File: config.mk
export PLATFORM = sky130hd
export DESIGN_NAME = rgb2bayer_mosaic
export DESIGN_NICKNAME = d
export VERILOG_FILES = /design/src/rtl/rgb2bayer_mosaic.sv
export SDC_FILE = /design/constraint.sdc
export NUM_CORES = 1
export LEC_CHECK = 0
export BUFFER_PORTS_ARGS = -buffer_cell sky130_fd_sc_hd__buf_2
export CAP_MARGIN = 20
export CORE_UTILIZATION = 40
export DETAILED_ROUTE_END_ITERATION = 12
export GPL_TIMING_DRIVEN = 0
export HOLD_SLACK_MARGIN = 0.02
export PLACE_DENSITY_LB_ADDON = 0.15
export SKIP_LAST_GASP = 1
export SLEW_MARGIN = 20
export SYNTH_ARGS = -nofsm -noshare
export SYNTH_HDL_FRONTEND = slang
export SYNTH_SLANG_ARGS = --single-unit
File: constraint.sdc
create_clock -name clk -period 2.6 [get_ports clk]
set_clock_uncertainty 0.05 [all_clocks]
set_input_delay 0.13 -clock clk [delete_from_list [all_inputs] [get_ports clk]]
set_output_delay 0.13 -clock clk [all_outputs]
set_load 0.05 [all_outputs]
File: src/rtl/rgb2bayer_mosaic.sv
`default_nettype none
// ============================================================================
//  Module      : rgb2bayer_mosaic
//  Description : Re-mosaics an RGB888 pixel stream into a single 8-bit Bayer
//                raw stream (one colour sample per pixel), or emits luma-like
//                gray when mosaicing is disabled. Pixel phase is derived from
//                line/pixel counters that follow the demosaic rules, so a
//                RGB -> mosaic -> demosaic loop-back lines up directly.
//  Revision    : 1.0 - initial release
// ----------------------------------------------------------------------------
//  Parameters
//    DEFAULT_PATTERN : pattern after reset (0=GRBG, 1=RGGB, 2=BGGR, 3=GBRG)
//    CNT_W           : width of the pixel (hcnt) and line (vcnt) counters
//  Ports
//    clk, rst_n                 : pixel clock, asynchronous active-low reset
//    mosaic_en                  : 1=Bayer output, 0=gray bypass (per frame)
//    cfg_pattern[1:0]           : requested Bayer pattern (per frame)
//    per_img_vsync/href/de      : input frame / line / pixel valid
//    per_img_red/green/blue     : input RGB888 pixel
//    post_img_vsync/href/de     : input timing delayed by 2 clocks
//    post_img_raw[7:0]          : Bayer sample or gray
//    post_img_phase[1:0]        : {row[0], col[0]} of the emitted pixel
// ============================================================================
module rgb2bayer_mosaic #(
  parameter logic [1:0] DEFAULT_PATTERN = 2'd0,
  parameter int         CNT_W           = 12
) (
  input  logic       clk,
  input  logic       rst_n,
  input  logic       mosaic_en,
  input  logic [1:0] cfg_pattern,
  input  logic       per_img_vsync,
  input  logic       per_img_href,
  input  logic       per_img_de,
  input  logic [7:0] per_img_red,
  input  logic [7:0] per_img_green,
  input  logic [7:0] per_img_blue,
  output logic       post_img_vsync,
  output logic       post_img_href,
  output logic       post_img_de,
  output logic [7:0] post_img_raw,
  output logic [1:0] post_img_phase
);

  // Pattern encodings
  localparam logic [1:0] c_PAT_GRBG = 2'd0;
  localparam logic [1:0] c_PAT_RGGB = 2'd1;
  localparam logic [1:0] c_PAT_BGGR = 2'd2;
  localparam logic [1:0] c_PAT_GBRG = 2'd3;

  // Channel selector encodings
  localparam logic [1:0] c_SEL_R = 2'd0;
  localparam logic [1:0] c_SEL_G = 2'd1;
  localparam logic [1:0] c_SEL_B = 2'd2;

  localparam logic [CNT_W-1:0] c_CNT_ONE = {{(CNT_W-1){1'b0}}, 1'b1};

  // --------------------------------------------------------------------------
  // Channel selection for a 2x2 Bayer cell; ph = {row[0], col[0]}
  // --------------------------------------------------------------------------
  function automatic logic [1:0] chan_sel(input logic [1:0] pattern,
                                          input logic [1:0] ph);
    logic [1:0] sel;
    sel = c_SEL_G;
    case (pattern)
      c_PAT_GRBG: begin
        case (ph)
          2'b01:   sel = c_SEL_R;
          2'b10:   sel = c_SEL_B;
          default: sel = c_SEL_G;
        endcase
      end
      c_PAT_RGGB: begin
        case (ph)
          2'b00:   sel = c_SEL_R;
          2'b11:   sel = c_SEL_B;
          default: sel = c_SEL_G;
        endcase
      end
      c_PAT_BGGR: begin
        case (ph)
          2'b00:   sel = c_SEL_B;
          2'b11:   sel = c_SEL_R;
          default: sel = c_SEL_G;
        endcase
      end
      c_PAT_GBRG: begin
        case (ph)
          2'b01:   sel = c_SEL_B;
          2'b10:   sel = c_SEL_R;
          default: sel = c_SEL_G;
        endcase
      end
      default: sel = c_SEL_G;
    endcase
    return sel;
  endfunction

  // --------------------------------------------------------------------------
  // Edge detection and counters
  // --------------------------------------------------------------------------
  logic             r_vs_dly;
  logic             r_de_dly;
  logic [CNT_W-1:0] r_hcnt;
  logic [CNT_W-1:0] r_vcnt;
  logic [1:0]       r_active_pattern;
  logic             r_active_en;

  logic w_vs_rise;
  logic w_de_fall;

  assign w_vs_rise = ~r_vs_dly & per_img_vsync;
  assign w_de_fall = r_de_dly & ~per_img_de;

  // r_vs_dly resets high: if vsync is already asserted when reset releases,
  // that frame must not be mistaken for a fresh rising edge, so the reset
  // pattern/enable stay in force until a genuine frame start is observed.
  always_ff @(posedge clk or negedge rst_n) begin
    if (!rst_n) begin
      r_vs_dly <= 1'b1;
      r_de_dly <= 1'b0;
    end else begin
      r_vs_dly <= per_img_vsync;
      r_de_dly <= per_img_de;
    end
  end

  // Pixel counter restarts on every de gap, so each de burst is a new line.
  always_ff @(posedge clk or negedge rst_n) begin
    if (!rst_n) begin
      r_hcnt <= '0;
    end else if (per_img_de) begin
      r_hcnt <= r_hcnt + c_CNT_ONE;
    end else begin
      r_hcnt <= '0;
    end
  end

  // Line counter advances at the end of every de burst inside the frame.
  always_ff @(posedge clk or negedge rst_n) begin
    if (!rst_n) begin
      r_vcnt <= '0;
    end else if (!per_img_vsync) begin
      r_vcnt <= '0;
    end else if (w_de_fall) begin
      r_vcnt <= r_vcnt + c_CNT_ONE;
    end
  end

  // Frame-boundary latch of the runtime configuration.
  always_ff @(posedge clk or negedge rst_n) begin
    if (!rst_n) begin
      r_active_pattern <= DEFAULT_PATTERN;
      r_active_en      <= 1'b0;
    end else if (w_vs_rise) begin
      r_active_pattern <= cfg_pattern;
      r_active_en      <= mosaic_en;
    end
  end

  // --------------------------------------------------------------------------
  // Stage 1: capture colour, phase and gray
  // --------------------------------------------------------------------------
  logic [9:0] w_gray_sum;
  logic [7:0] r_s1_red;
  logic [7:0] r_s1_green;
  logic [7:0] r_s1_blue;
  logic [7:0] r_s1_gray;
  logic [1:0] r_s1_ph;

  // R + 2G + B peaks at 1020, which fits 10 bits; >>2 keeps it within 8 bits.
  assign w_gray_sum = {2'b00, per_img_red}
                    + {1'b0, per_img_green, 1'b0}
                    + {2'b00, per_img_blue};

  always_ff @(posedge clk or negedge rst_n) begin
    if (!rst_n) begin
      r_s1_red   <= '0;
      r_s1_green <= '0;
      r_s1_blue  <= '0;
      r_s1_gray  <= '0;
      r_s1_ph    <= '0;
    end else begin
      r_s1_red   <= per_img_red;
      r_s1_green <= per_img_green;
      r_s1_blue  <= per_img_blue;
      r_s1_gray  <= w_gray_sum[9:2];
      r_s1_ph    <= {r_vcnt[0], r_hcnt[0]};
    end
  end

  // --------------------------------------------------------------------------
  // Stage 2: channel select / gray bypass, registered outputs
  // --------------------------------------------------------------------------
  logic [7:0] r_raw;
  logic [1:0] r_phase;
  logic [1:0] w_sel;

  assign w_sel = chan_sel(r_active_pattern, r_s1_ph);

  always_ff @(posedge clk or negedge rst_n) begin
    if (!rst_n) begin
      r_raw   <= '0;
      r_phase <= '0;
    end else begin
      r_phase <= r_s1_ph;
      if (!r_active_en) begin
        r_raw <= r_s1_gray;
      end else begin
        case (w_sel)
          c_SEL_R: r_raw <= r_s1_red;
          c_SEL_B: r_raw <= r_s1_blue;
          default: r_raw <= r_s1_green;
        endcase
      end
    end
  end

  // --------------------------------------------------------------------------
  // Timing signals: 2-deep shift register matching the data latency
  // --------------------------------------------------------------------------
  logic [1:0] r_vs_pipe;
  logic [1:0] r_href_pipe;
  logic [1:0] r_de_pipe;

  always_ff @(posedge clk or negedge rst_n) begin
    if (!rst_n) begin
      r_vs_pipe   <= '0;
      r_href_pipe <= '0;
      r_de_pipe   <= '0;
    end else begin
      r_vs_pipe   <= {r_vs_pipe[0],   per_img_vsync};
      r_href_pipe <= {r_href_pipe[0], per_img_href};
      r_de_pipe   <= {r_de_pipe[0],   per_img_de};
    end
  end

  assign post_img_vsync = r_vs_pipe[1];
  assign post_img_href  = r_href_pipe[1];
  assign post_img_de    = r_de_pipe[1];
  assign post_img_raw   = r_raw;
  assign post_img_phase = r_phase;

  // Only the counter LSBs and the top gray bits carry information downstream.
  logic w_unused;
  assign w_unused = ^{r_hcnt[CNT_W-1:1], r_vcnt[CNT_W-1:1], w_gray_sum[1:0]};

endmodule
`default_nettype wire

==> results.tsv <==
metric	value	unit
status	completed	
Final period util	93.9	%
wire length per cell	13.8	um
Die X	79.7	um
final wirelength	4430	um
I/O Pins	45	
CTS tree	yes	
syn avg cell area	14.5	um^2
post-synthesis adder-cell area fraction	12.3	%
Psw	0.000816	W
ys async rst share	100	%
minimum clock period	2440	ps
GRT Total Usage	16.0	%
# H-tree levels	2	
sw frac	34.8	%
Max FO, Critical Path	3	
WP data arrival	2620	ps
most frequent cells in the layout	dfrtp_1 (55), buf_2 (43), dlygate4sd3_1 (31)	
number of synthesized flops with an enable pin	0	
Post-Syn Area	2410	um^2
Final WS setup	158	ps
die area	6350	um^2
CP startpoint kind	input pin	
Worst VDD drop	304	uV
post-synthesis simple-gate area fraction	6.22	%
Slew Viols, Final	0	
TNS Setup	0	ps
Slew @ Worst Pin	684	ps
Vias	1506	
CP startpoint	per_img_red[1]	
mux cell area share after synthesis	6.95	%
CORE AREA	5680	um^2
M2 GR Usage	27.4	%
clk_lat worst skew	300	ps
Final Hold Vio Count	0	
Comb pwr share	34.8	%
Final setup viols	0	
vias in the first global route	1655	
Detail Placement HPWL	3030	um
first-pass GRT wire length	7600	um
Die Height	79.7	um
Synth cell types	37	
RSZ-0062 raised after global routing	no	
Final ANT Viol Nets	0	
placed cell count	282	
share of layout cells above drive strength 1	28.1	%
M3 GR Usage	3.09	%
clock share of power	20.6	%
Iteration-0 DRC Markers	44	
ys flop type	dfrtp_1	
Pwr per Cell Area	747	nW/um^2
Final #Nets	299	
hold_ws	306	ps
gate count of the mapped netlist	166	
initial antenna violation count	0	
CTS Sinks	56	
fmax	410	MHz
Setup CP Type	in -> reg	
compound-gate portion of the synthesized area	10.0	%
total of max-cap violations	0	
maximum number of pins on one net before global-route repair	57	
slew margin rel.	54.4	%
busiest grt layer	met2	
CP required	2780	ps
Starting Density	42.5	%
post-synthesis xor/xnor area fraction	2.80	%
CTS clk-pin slew, worst paths	90	ps
CTS Buf Count	5	
clk buf depth	2	
Post-Layout Cell Count	321	
Internal	0.00153	W
worst r2r src	r_s1_ph[0]	
Worst R2R End	post_img_raw[5]	
Global Route met1 Usage	20.2	%
gr ovfl total	0	
Hold Crit Class	reg -> reg	
gp weighted congestion	0.788	
I/O Buffers	44	
Yosys warnings	0	
post-CTS setup buffers	0	
FF-to-FF setup slack	640	ps
main combinational cell family by area after synthesis	adder cells	
DR pass1 iterations	4	
R2R depth	6	
post-synthesis register bit count	56	
Residual DRC	0	
routed vias/inst	4.69	
Ant. Diodes	0	
area delta synth->final	30.0	%
critical path endpoint	r_s1_gray[5]	
Mapped Nets	217	
clock root buffer master	clkbuf_8	
commonest non-fill, non-tap cell in the layout	dfrtp_1	
Leak	1.50	nW
pre-CTS setup slack	321	ps
crit path capture type	register	
post-synthesis sequential area ratio	58.1	%
Seq pwr share	44.6	%
# rows	27	
state kept, by name, summed over array words and instances (netlist names):
signal / count
r_active_en: 1
post_img_phase: 2
r_s1_green: 8
r_s1_blue: 8
r_de_pipe: 2
r_s1_gray: 8
r_s1_red: 8
r_active_pattern: 2
post_img_raw: 8
r_href_pipe: 2
r_hcnt: 1
r_s1_ph: 2
r_vs_dly: 1
r_vs_pipe: 2
r_vcnt: 1
routing by layer:
layer | part of all wire, % | wire [um]
met1 | 46 | 2040
met2 | 50 | 2200
met3 | 2.8 | 125
met4 | 1.6 | 69
met5 | 0 | 0
worst max-delay path, cell delays in order:
cell and delay (ps):
dlygate4sd3_1 530, buf_2 110, inv_1 50, fa_1 580, nor2_1 80, fa_2 370, a211oi_1 250, nor2_1 120
o31ai_2 210, a21boi_1 200
Yosys cell counts, types with 2 or more instances:
cell type / instances / area [um^2]
mux2_1: 3 / 33.8
nor2b_1: 3 / 18.8
xnor2_1: 3 / 26.3
fa_1: 8 / 160
nand2b_1: 3 / 18.8
o21ai_0: 2 / 10.0
nand3_1: 8 / 40.0
o21a_1: 2 / 15.0
nor2_1: 8 / 30.0
a21o_1: 3 / 22.5
a211oi_1: 2 / 15.0
o221ai_2: 8 / 120
buf_6: 2 / 22.5
mux2i_1: 10 / 100
a21oi_1: 2 / 10.0
inv_1: 14 / 52.6
dfrtp_1: 55 / 1380
ha_1: 11 / 138
worst min path at each step:
stage                        end  slack (ps)      startpoint  cells past startpoint
2_1_floorplan  post_img_phase[0]        -220           rst_n                      0
3_3_place_gp      r_href_pipe[0]         190    per_img_href                      1
3_5_place_dp        r_vs_pipe[1]         170           rst_n                      1
4_1_cts             r_vs_pipe[1]         310    r_vs_pipe[0]                      0
5_1_grt           r_href_pipe[1]         310  r_href_pipe[0]                      0
6_report          r_href_pipe[1]         310  r_href_pipe[0]                      0
layout make-up:
class	count	area [um^2]
clock inverters	1	7.51
multi-input cells	92	932
well taps	72	90.1
repair buffers	75	533
plain buffers	4	33.8
fillers	491	2540
inverters	14	52.6
flip-flops and latches	56	1400
clock buffers	7	86.3
logic make-up (layout without fill, tap and decap cells):
family	count (synthesis)	count (layout)
AOI/OAI and AO/OA	25	25
and+or+nand+nor	27	27
muxes	15	15
DFF	56	56
xor gates and xnor gates	6	6
buffers and inverters	18	101
adders and majority gates	19	19
through the flow:
step	area (um^2)	power [W]	util (%)
finish	3140	0.00234	55.3
global route	3140	0.00249	55.3
CTS	3130	0.00237	55.2
detailed placement	2730	0.00185	48.0
global placement	2720	0.00183	48.0
floorplan	2410	0.00165	-
power groups by stage:
stage | sequential [W] | combinational (W) | clock [W]
4_1_cts | 0.00105 | 0.000824 | 0.000497
3_5_place_dp | 0.00107 | 0.000783 | 0
3_3_place_gp | 0.00106 | 0.000770 | 0
6_report | 0.00105 | 0.000817 | 0.000482
2_1_floorplan | 0.00126 | 0.000381 | 0
5_1_grt | 0.00106 | 0.000884 | 0.000541
what timing repair did:
action                                  4_1_cts  5_1_grt
hold buffers                                 31        0
endpoints found under the setup margin        0        2
gates resized for setup                       0        2
endpoints found under the hold margin        87        0
Power figures use the tool's default switching activity.
